===== src/rtl/seq_detect_pkg.sv =====
// Shared types, reset constants and helpers for the programmable sequence detector.
// Helpers are sized for patterns up to MAX_PAT_W bits.
package seq_detect_pkg;

    localparam int unsigned MAX_PAT_W = 64;

    localparam logic [MAX_PAT_W-1:0] DEFAULT_MASK    = '1;
    localparam logic                 DEFAULT_OVERLAP = 1'b1;

    typedef enum logic [1:0] {
        IDLE,
        FILLING,
        ARMED
    } detState_t;

    function automatic int unsigned clampLen(input int unsigned len, input int unsigned maxLen);
        if (len == 0)
            return 1;
        else if (len > maxLen)
            return maxLen;
        else
            return len;
    endfunction

    // Low 'len' bits set; selects the history bits that belong to the active pattern.
    function automatic logic [MAX_PAT_W-1:0] lenMaskOf(input int unsigned len);
        logic [MAX_PAT_W-1:0] one;
        one = 1;
        if (len >= MAX_PAT_W)
            return '1;
        else
            return (one << len) - one;
    endfunction

endpackage


===== src/rtl/seq_detect_sat_counter.sv =====
// Saturating up-counter with synchronous clear; holds at all ones.
module seq_detect_sat_counter #(
    parameter int CNT_W = 8
) (
    input  logic             clk,
    input  logic             rst,
    input  logic             clr,
    input  logic             inc,
    output logic [CNT_W-1:0] count
);

    logic [CNT_W-1:0] count_q;
    logic [CNT_W-1:0] count_d;

    always_comb begin
        count_d = count_q;
        if (clr)
            count_d = '0;
        else if (inc && (count_q != '1))
            count_d = count_q + CNT_W'(1);
    end

    always_ff @(posedge clk) begin
        if (rst)
            count_q <= '0;
        else
            count_q <= count_d;
    end

    assign count = count_q;

endmodule


===== src/rtl/seq_detect_prog.sv =====
// Runtime-programmable serial pattern detector with masking and overlap control.
// Define SEQ_DETECT_MATCH_COUNT_EN to build the saturating match counter; otherwise match_count is 0.
module seq_detect_prog
    import seq_detect_pkg::*;
#(
    parameter  int PAT_W = 16,
    parameter  int CNT_W = 8,
    localparam int LEN_W = $clog2(PAT_W + 1)
) (
    input  logic             clk,
    input  logic             rst,
    input  logic             in_valid,
    input  logic             in_bit,
    input  logic             cfg_load,
    input  logic [PAT_W-1:0] cfg_pattern,
    input  logic [PAT_W-1:0] cfg_mask,
    input  logic [LEN_W-1:0] cfg_len,
    input  logic             cfg_overlap,
    output logic             match,
    output logic [CNT_W-1:0] match_count
);

    logic [PAT_W-1:0] hist_q, hist_d;
    logic [LEN_W-1:0] fill_q, fill_d;
    logic [PAT_W-1:0] pat_q, pat_d;
    logic [PAT_W-1:0] msk_q, msk_d;
    logic [LEN_W-1:0] len_q, len_d;
    logic             ovl_q, ovl_d;
    logic             match_q, match_d;
    detState_t        state_q, state_d;

    logic             accept;
    logic             hit;
    logic [PAT_W-1:0] histShift;
    logic [LEN_W-1:0] fillInc;
    logic [PAT_W-1:0] lenMask;

    assign accept    = in_valid && !cfg_load;
    assign histShift = {hist_q[PAT_W-2:0], in_bit};
    assign fillInc   = (fill_q == LEN_W'(PAT_W)) ? fill_q : fill_q + LEN_W'(1);
    assign lenMask   = PAT_W'(lenMaskOf(32'(len_q)));

    always_ff @(posedge clk) begin
        if (rst) begin
            hist_q  <= '0;
            fill_q  <= '0;
            pat_q   <= '0;
            msk_q   <= PAT_W'(DEFAULT_MASK);
            len_q   <= LEN_W'(PAT_W);
            ovl_q   <= DEFAULT_OVERLAP;
            match_q <= 1'b0;
            state_q <= IDLE;
        end else begin
            hist_q  <= hist_d;
            fill_q  <= fill_d;
            pat_q   <= pat_d;
            msk_q   <= msk_d;
            len_q   <= len_d;
            ovl_q   <= ovl_d;
            match_q <= match_d;
            state_q <= state_d;
        end
    end

    // A non-overlapping hit empties the fill so the next match needs len fresh bits.
    always_comb begin
        hist_d  = hist_q;
        fill_d  = fill_q;
        pat_d   = pat_q;
        msk_d   = msk_q;
        len_d   = len_q;
        ovl_d   = ovl_q;
        match_d = 1'b0;
        if (cfg_load) begin
            pat_d  = cfg_pattern;
            msk_d  = cfg_mask;
            len_d  = LEN_W'(clampLen(32'(cfg_len), PAT_W));
            ovl_d  = cfg_overlap;
            hist_d = '0;
            fill_d = '0;
        end else if (accept) begin
            hist_d  = histShift;
            fill_d  = (hit && !ovl_q) ? '0 : fillInc;
            match_d = hit;
        end

        if (fill_d == '0)
            state_d = IDLE;
        else if (fill_d < len_d)
            state_d = FILLING;
        else
            state_d = ARMED;
    end

    always_comb begin
        hit = accept
              && ((state_q == ARMED) || (fillInc >= len_q))
              && (((histShift ^ pat_q) & msk_q & lenMask) == '0);
    end

    assign match = match_q;

`ifdef SEQ_DETECT_MATCH_COUNT_EN
    seq_detect_sat_counter #(
        .CNT_W(CNT_W)
    ) u_counter (
        .clk  (clk),
        .rst  (rst),
        .clr  (cfg_load),
        .inc  (hit),
        .count(match_count)
    );
`else
    assign match_count = '0;
`endif

endmodule

===== config.mk =====
export PLATFORM = sky130hd
export DESIGN_NAME = seq_detect_prog
export DESIGN_NICKNAME = d
export VERILOG_FILES = /design/src/rtl/seq_detect_pkg.sv /design/src/rtl/seq_detect_sat_counter.sv /design/src/rtl/seq_detect_prog.sv
export SDC_FILE = /design/constraint.sdc
export NUM_CORES = 1
export LEC_CHECK = 0
export CAP_MARGIN = 20
export CORE_MARGIN = 2
export CORE_UTILIZATION = 48
export CTS_CLUSTER_SIZE = 25
export DETAILED_ROUTE_END_ITERATION = 16
export GPL_ROUTABILITY_DRIVEN = 0
export GPL_TIMING_DRIVEN = 0
export PLACE_DENSITY = 0.76
export SLEW_MARGIN = 20
export SYNTH_ARGS = -nofsm -noshare
export SYNTH_HDL_FRONTEND = slang
export SYNTH_SLANG_ARGS = --single-unit

===== constraint.sdc =====
create_clock -name clk -period 3.8 [get_ports clk]
set_input_delay 0.38 -clock clk [delete_from_list [all_inputs] [get_ports clk]]
set_output_delay 0.38 -clock clk [all_outputs]
set_load 0.05 [all_outputs]

# Word level (Yosys, flattened, before mapping)
# Cells that the tools add are included.
# word_totals
register_bits,61
input_bits,43
# op_classes
add_sub_neg,2
order_cmp,3
n_eq_ne,2
n_shift,1
mux,8
bitwise_logic,4
n_reduce_logical,13
# ops
cell,n
two-way mux 5 bit,7
bitwise AND 16 bit,2
logical NOT 16 bit,1
"<< shifter 1 x 5 -> 16 bit, first input constant",1
"subtractor 16 x 1 -> 16 bit, second input constant",1
bitwise XOR 16 bit,1
logical NOT 5 bit,2
"adder 5 x 1 -> 5 bit, second input constant",1
"== test 5 bit, second input constant",1
>= comparator 5 bit,1
"> comparator 5 bit, second input constant",1
less-than comparator 5 bit,1
logical AND 1 bit,4
OR reduction 2 bit,2
OR reduction 3 bit,1
"== test 2 bit, second input constant",1
logical NOT 1 bit,2
two-way mux 2 bit,1
logical OR 1 bit,1
inverter 1 bit,1

# Longest topological paths before layout
# logic_depth
ltp_word,12
ltp_mapped,19

# Worst setup path after synthesis
# Ideal clock, no wire load.
# synth_path
kind,reg2reg
startpoint,register len_q[2]
endpoint,register state_q[0]
arrival_time_ps,3591
t_required_ps,3713
path_slack_ps,122
stages_incl_launch_ff,20
period_less_slack_ps,3678
cell_sequence,dfxtp_1 -> buf_4 -> nor3_1 -> and2_1 -> inv_1 -> ha_1 -> buf_2 -> and2_1 -> o21ai_0 -> a21oi_1 -> a2111oi_1 -> nand4_2 -> o211ai_1 -> a21oi_1 -> ha_1 -> a31o_2 -> a21oi_1 -> nor2_1 -> a211oi_1 -> nor4b_2
# synth_via
elab_chain_cells,11
elab_cells_between_ends,17
cone_classes,add/sub (1); order compare (2); shift (1); mux (5); bitwise (1); reduce/logical (7)
# synth_rtl
element,line,text
from (decl),seq_detect_prog.sv:27,"logic [LEN_W-1:0] len_q, len_d;"
from (signal assigned),seq_detect_prog.sv:49,len_q <= LEN_W'(PAT_W);
from (signal assigned),seq_detect_prog.sv:58,len_q <= len_d;
<< shifter 1 x 5 -> 16 bit,seq_detect_pkg.sv:32,return (one << len) - one;
subtractor 16 x 1 -> 16 bit,seq_detect_pkg.sv:32,
bitwise AND 16 bit,seq_detect_prog.sv:98,&& (((histShift ^ pat_q) & msk_q & lenMask) == '0);
logical NOT 16 bit,seq_detect_prog.sv:98,
logical AND 1 bit (*),seq_detect_prog.sv:98,
logical AND 1 bit (*),seq_detect_prog.sv:83,fill_d = (hit && !ovl_q) ? '0 : fillInc;
two-way mux 5 bit (*),seq_detect_prog.sv:83,
two-way mux 5 bit (*),seq_detect_prog.sv:81,end else if (accept) begin
two-way mux 5 bit (*),seq_detect_prog.sv:74,if (cfg_load) begin
named net fill_d[1],seq_detect_prog.sv:24,"logic [LEN_W-1:0] fill_q, fill_d;"
less-than comparator 5 bit or logical NOT 5 bit (tied branches),"seq_detect_prog.sv:89, seq_detect_prog.sv:87",
two-way mux 2 bit or OR reduction 2 bit (tied branches),n/a,
to (signal assigned),seq_detect_prog.sv:61,state_q <= state_d;
to (decl),seq_detect_prog.sv:30,"detState_t state_q, state_d;"
# The timed path passes the listed nets; every way through them passes the cells marked *.
# A chain may end at the register's enable or synchronous reset.

# Worst setup path in the final report
# Same ends and word-level chain as after synthesis.

==> out/results.md <==
• **Max Cap Violations** 0
• **post-synth cell types** 53
• **flop-to-flop setup slack** -0.12 ns
• **cells along the critical path** buf_6, nor3_4, and2_4, inv_2, ha_4, or4_1, a211o_1, a21oi_2, a31oi_1, nand4_2, o211ai_1, a21oi_2, ha_1, a31o_2, a21oi_2, nor2_2, a211oi_2, nor4b_2
• **starting density of the core** 50.26%
• **kind of cell adding the most delay to the critical path** compound AO/OA/AOI/OAI gates
• **count of antenna-violating nets left after detailed routing** 0
• **number of DRC markers after the initial detailed-route iteration** 253
• **post-cts hold buffer count** 0
• **type of the worst setup path** reg2reg
• **setup clock skew after layout** 0.007872 ns
• **clock tree from TritonCTS** built
• **ratio of cells with drive above 1 in the final layout** 16.55%
• **syn avg cell area** 9.093 sq um
• **largest area contributor in the netlist** dfxtp_1
• **Slew Limit Fails** 0
• **HP Start** pat_q[8]
• **ranking of synthesized cells by instance count** dfxtp_1 (61), nor2_1 (44), mux2i_1 (34)
• **count of mapped cells out of synthesis** 355
• **final cell count without fillers** 512
• **setup TNS** -0.1421 ns
• **Clock transition at path regs** 0.07 ns
• **number of clock sinks** 61
• **buffer depth of the longest clock path** 2
• **height of the die** 86.01 um
• **Yosys Warn Count** 0
• **Crit path required time** 4.07 ns
• **worst slack on hold paths** 0.5196 ns
• **violations in the final reports** setup timing
• **Detail Placement HPWL** 5795 um
• **cell depth of the worst min-delay path** 2
• **htree depth** 3
• **type of element launching the critical path** flip-flop
• **slowest cell on the critical path** or4_1
• **Most Frequent Cell on Critical Path** a21oi_2
• **upper clock frequency limit** 255.3 MHz
• **number of placement rows** 29
• **final setup margin** -0.1171 ns
• **clock period minus worst slack** 3.917 ns
• **number of buffers created by CTS** 9
• **dominant synthesized flop cell** dfxtp_1
• **Port Buffers** 41
• **Crit path arrival time** 4.19 ns
• **via count** 2850
• **Skew-Pair Late Insertion Delay** 0.35 ns
• **nets@finish** 485
• **initial antenna violation count** 0
• **first-pass GRT wire length** 13080 um
• **ratio of total power to cell area** 377.0 mW/mm^2
• **die area** 0.007397 sq mm
• **top-level port count** 52
• **Layout Area Growth over Synthesis** 30.23%
• **number of instances in the placed design** 480
• **worst hold path class** reg2reg
• **final design utilization** 65.46%
• **total routed wirelength** 8304 um
• **Slew HR** 48.05%
• **total track usage** 22.87%
• **First-pass DRT Iterations** 4
• **count of buffer and inverter cells on the critical path** 2
• **start of the worst register-to-register path** len_q[2]
• **number of register bits inferred by synthesis** 61
• **maximum fanout along the worst path** 8
• **slew at the pin closest to its max-slew limit** 0.7792 ns
• **minimum setup slack after placement** -0.4942 ns
• **Antenna Cells** 0
• **finished layout cell area** 0.004204 sq mm
• **Leak Pwr** 1.785 nW
• **Worst VDD drop** 0.0002783 V
• **proportion of register bits with asynchronous set or reset after synthesis** 0%
• **width of the die** 86.01 um
• **status** finished, violations left
• **most frequent cell after synthesis** dfxtp_1
• **maximum cell stage delay along the critical path** 0.50 ns
• **proportion of synthesized chip area in sequential cells** 37.83%
• **largest cells by area after synthesis** dfxtp_1 (38%), mux2i_1 (11%), a211o_1 (5.2%)
• **number of flops mapped to enable cells by yosys** 0
• **synthesized cell area** 0.003228 sq mm
• **via-per-instance ratio** 5.566
• **reg-to-reg endpoint** state_q[0]
• **global route total overflow** 0
• **Yosys top cell area share** 37.83%
• **detail-routed net length per standard cell** 16.22 um
• **unrepaired setup endpoints after global routing** yes
• **Final Hold Viols** 0
• **sum of internal, switching and leakage power** 1.585 mW
• **portion of the clock cycle consumed by the worst path in the final layout** 103.1%
• **Setup crit end kind** flip-flop
• **Root Buffer** clkbuf_8
• **Placement Cell Area** 0.003761 sq mm
• **area of the core** 0.006422 sq mm
• **Finish-stage setup viols** 2
• **Remaining DRCs** 0
• **number of global-route vias before repair** 2714
• **largest net degree at the start of global routing** 12
• **Worst Reg-to-Reg Cells** 18
• **end point of the worst hold path** pat_q[8]
timing repair:
action                     4_1_cts  5_1_grt
gates resized for setup         14       19
setup endpoints to repair        2        2
pin swaps                       12       17
setup buffers                    6       10
report_power, final:
part	internal, mW	total (mW)	switching (mW)
Sequential	0.666	0.686	0.0195
Clock	0.369	0.635	0.266
Combinational	0.133	0.264	0.131
Total	1.17	1.59	0.416
routing by layer:
| metal | track usage, % | wire (um) | share of wire (%) |
|---|---|---|---|
| met5 | 0 | 0 | 0 |
| met4 | 8.658 | 213 | 2.6 |
| met3 | 5.871 | 509 | 6.1 |
| met2 | 37.42 | 3996 | 48 |
| met1 | 28.88 | 3585 | 43 |
placed cells by master, fill, tap and decap left out, types with 7 or more instances in the layout:
master           count
a211o_1             19
a21oi_1             14
nand2_1             10
clkbuf_1            10
ha_1                11
conb_1               8
buf_4               24
inv_1                9
mux2i_1             34
dfxtp_1             59
nand2b_1             7
nor2b_1             19
clkdlybuf4s50_1     41
buf_1                7
clkbuf_8             9
xor2_1              16
nor2_1              42
cell families after synthesis:
kind of cell	Yosys count	synth area share, %
compound gates	70	15.89
flops	61	37.83
fa+ha+maj	12	4.651
mux	34	10.54
other cells	1	0.1162
buf+inv	40	6.163
xor+xnor	22	5.969
simple gates	115	18.84
tightest hold or removal path, cell delays in order, from the launching register on:
cell	delay (ns)
dfxtp_1	0.34
mux2i_1	0.07
nor2_1	0.07
sequential cells by signal, summed over array words and instances (netlist names):
name and cells:
match 1, fill_q 5, pat_q 16, ovl_q 1, msk_q 16, len_q 5, state_q 2, hist_q 15
area by class of cell:
class	count	area, sq um
multi-input cells	261	1913
plain buffers	30	181.4
repair buffers	57	534.3
fillers	532	2218
inverters	10	37.54
flip-flops and latches	61	1226
clock inverters	6	87.58
well taps	77	96.34
clock buffers	10	127.6
worst max path at each step:
stage	from	endpoint	slack, ns	depth (start not counted)
3_5_place_dp	len_q[2]	state_q[0]	-0.49	19
4_1_cts	fill_q[0]	state_q[0]	0.006	18
6_report	len_q[2]	state_q[0]	-0.12	18
2_1_floorplan	len_q[2]	state_q[0]	0.12	19
5_1_grt	len_q[2]	state_q[0]	-0.20	19
3_3_place_gp	len_q[2]	state_q[0]	-0.44	19
No activity file was read; power rests on OpenSTA's default activity.
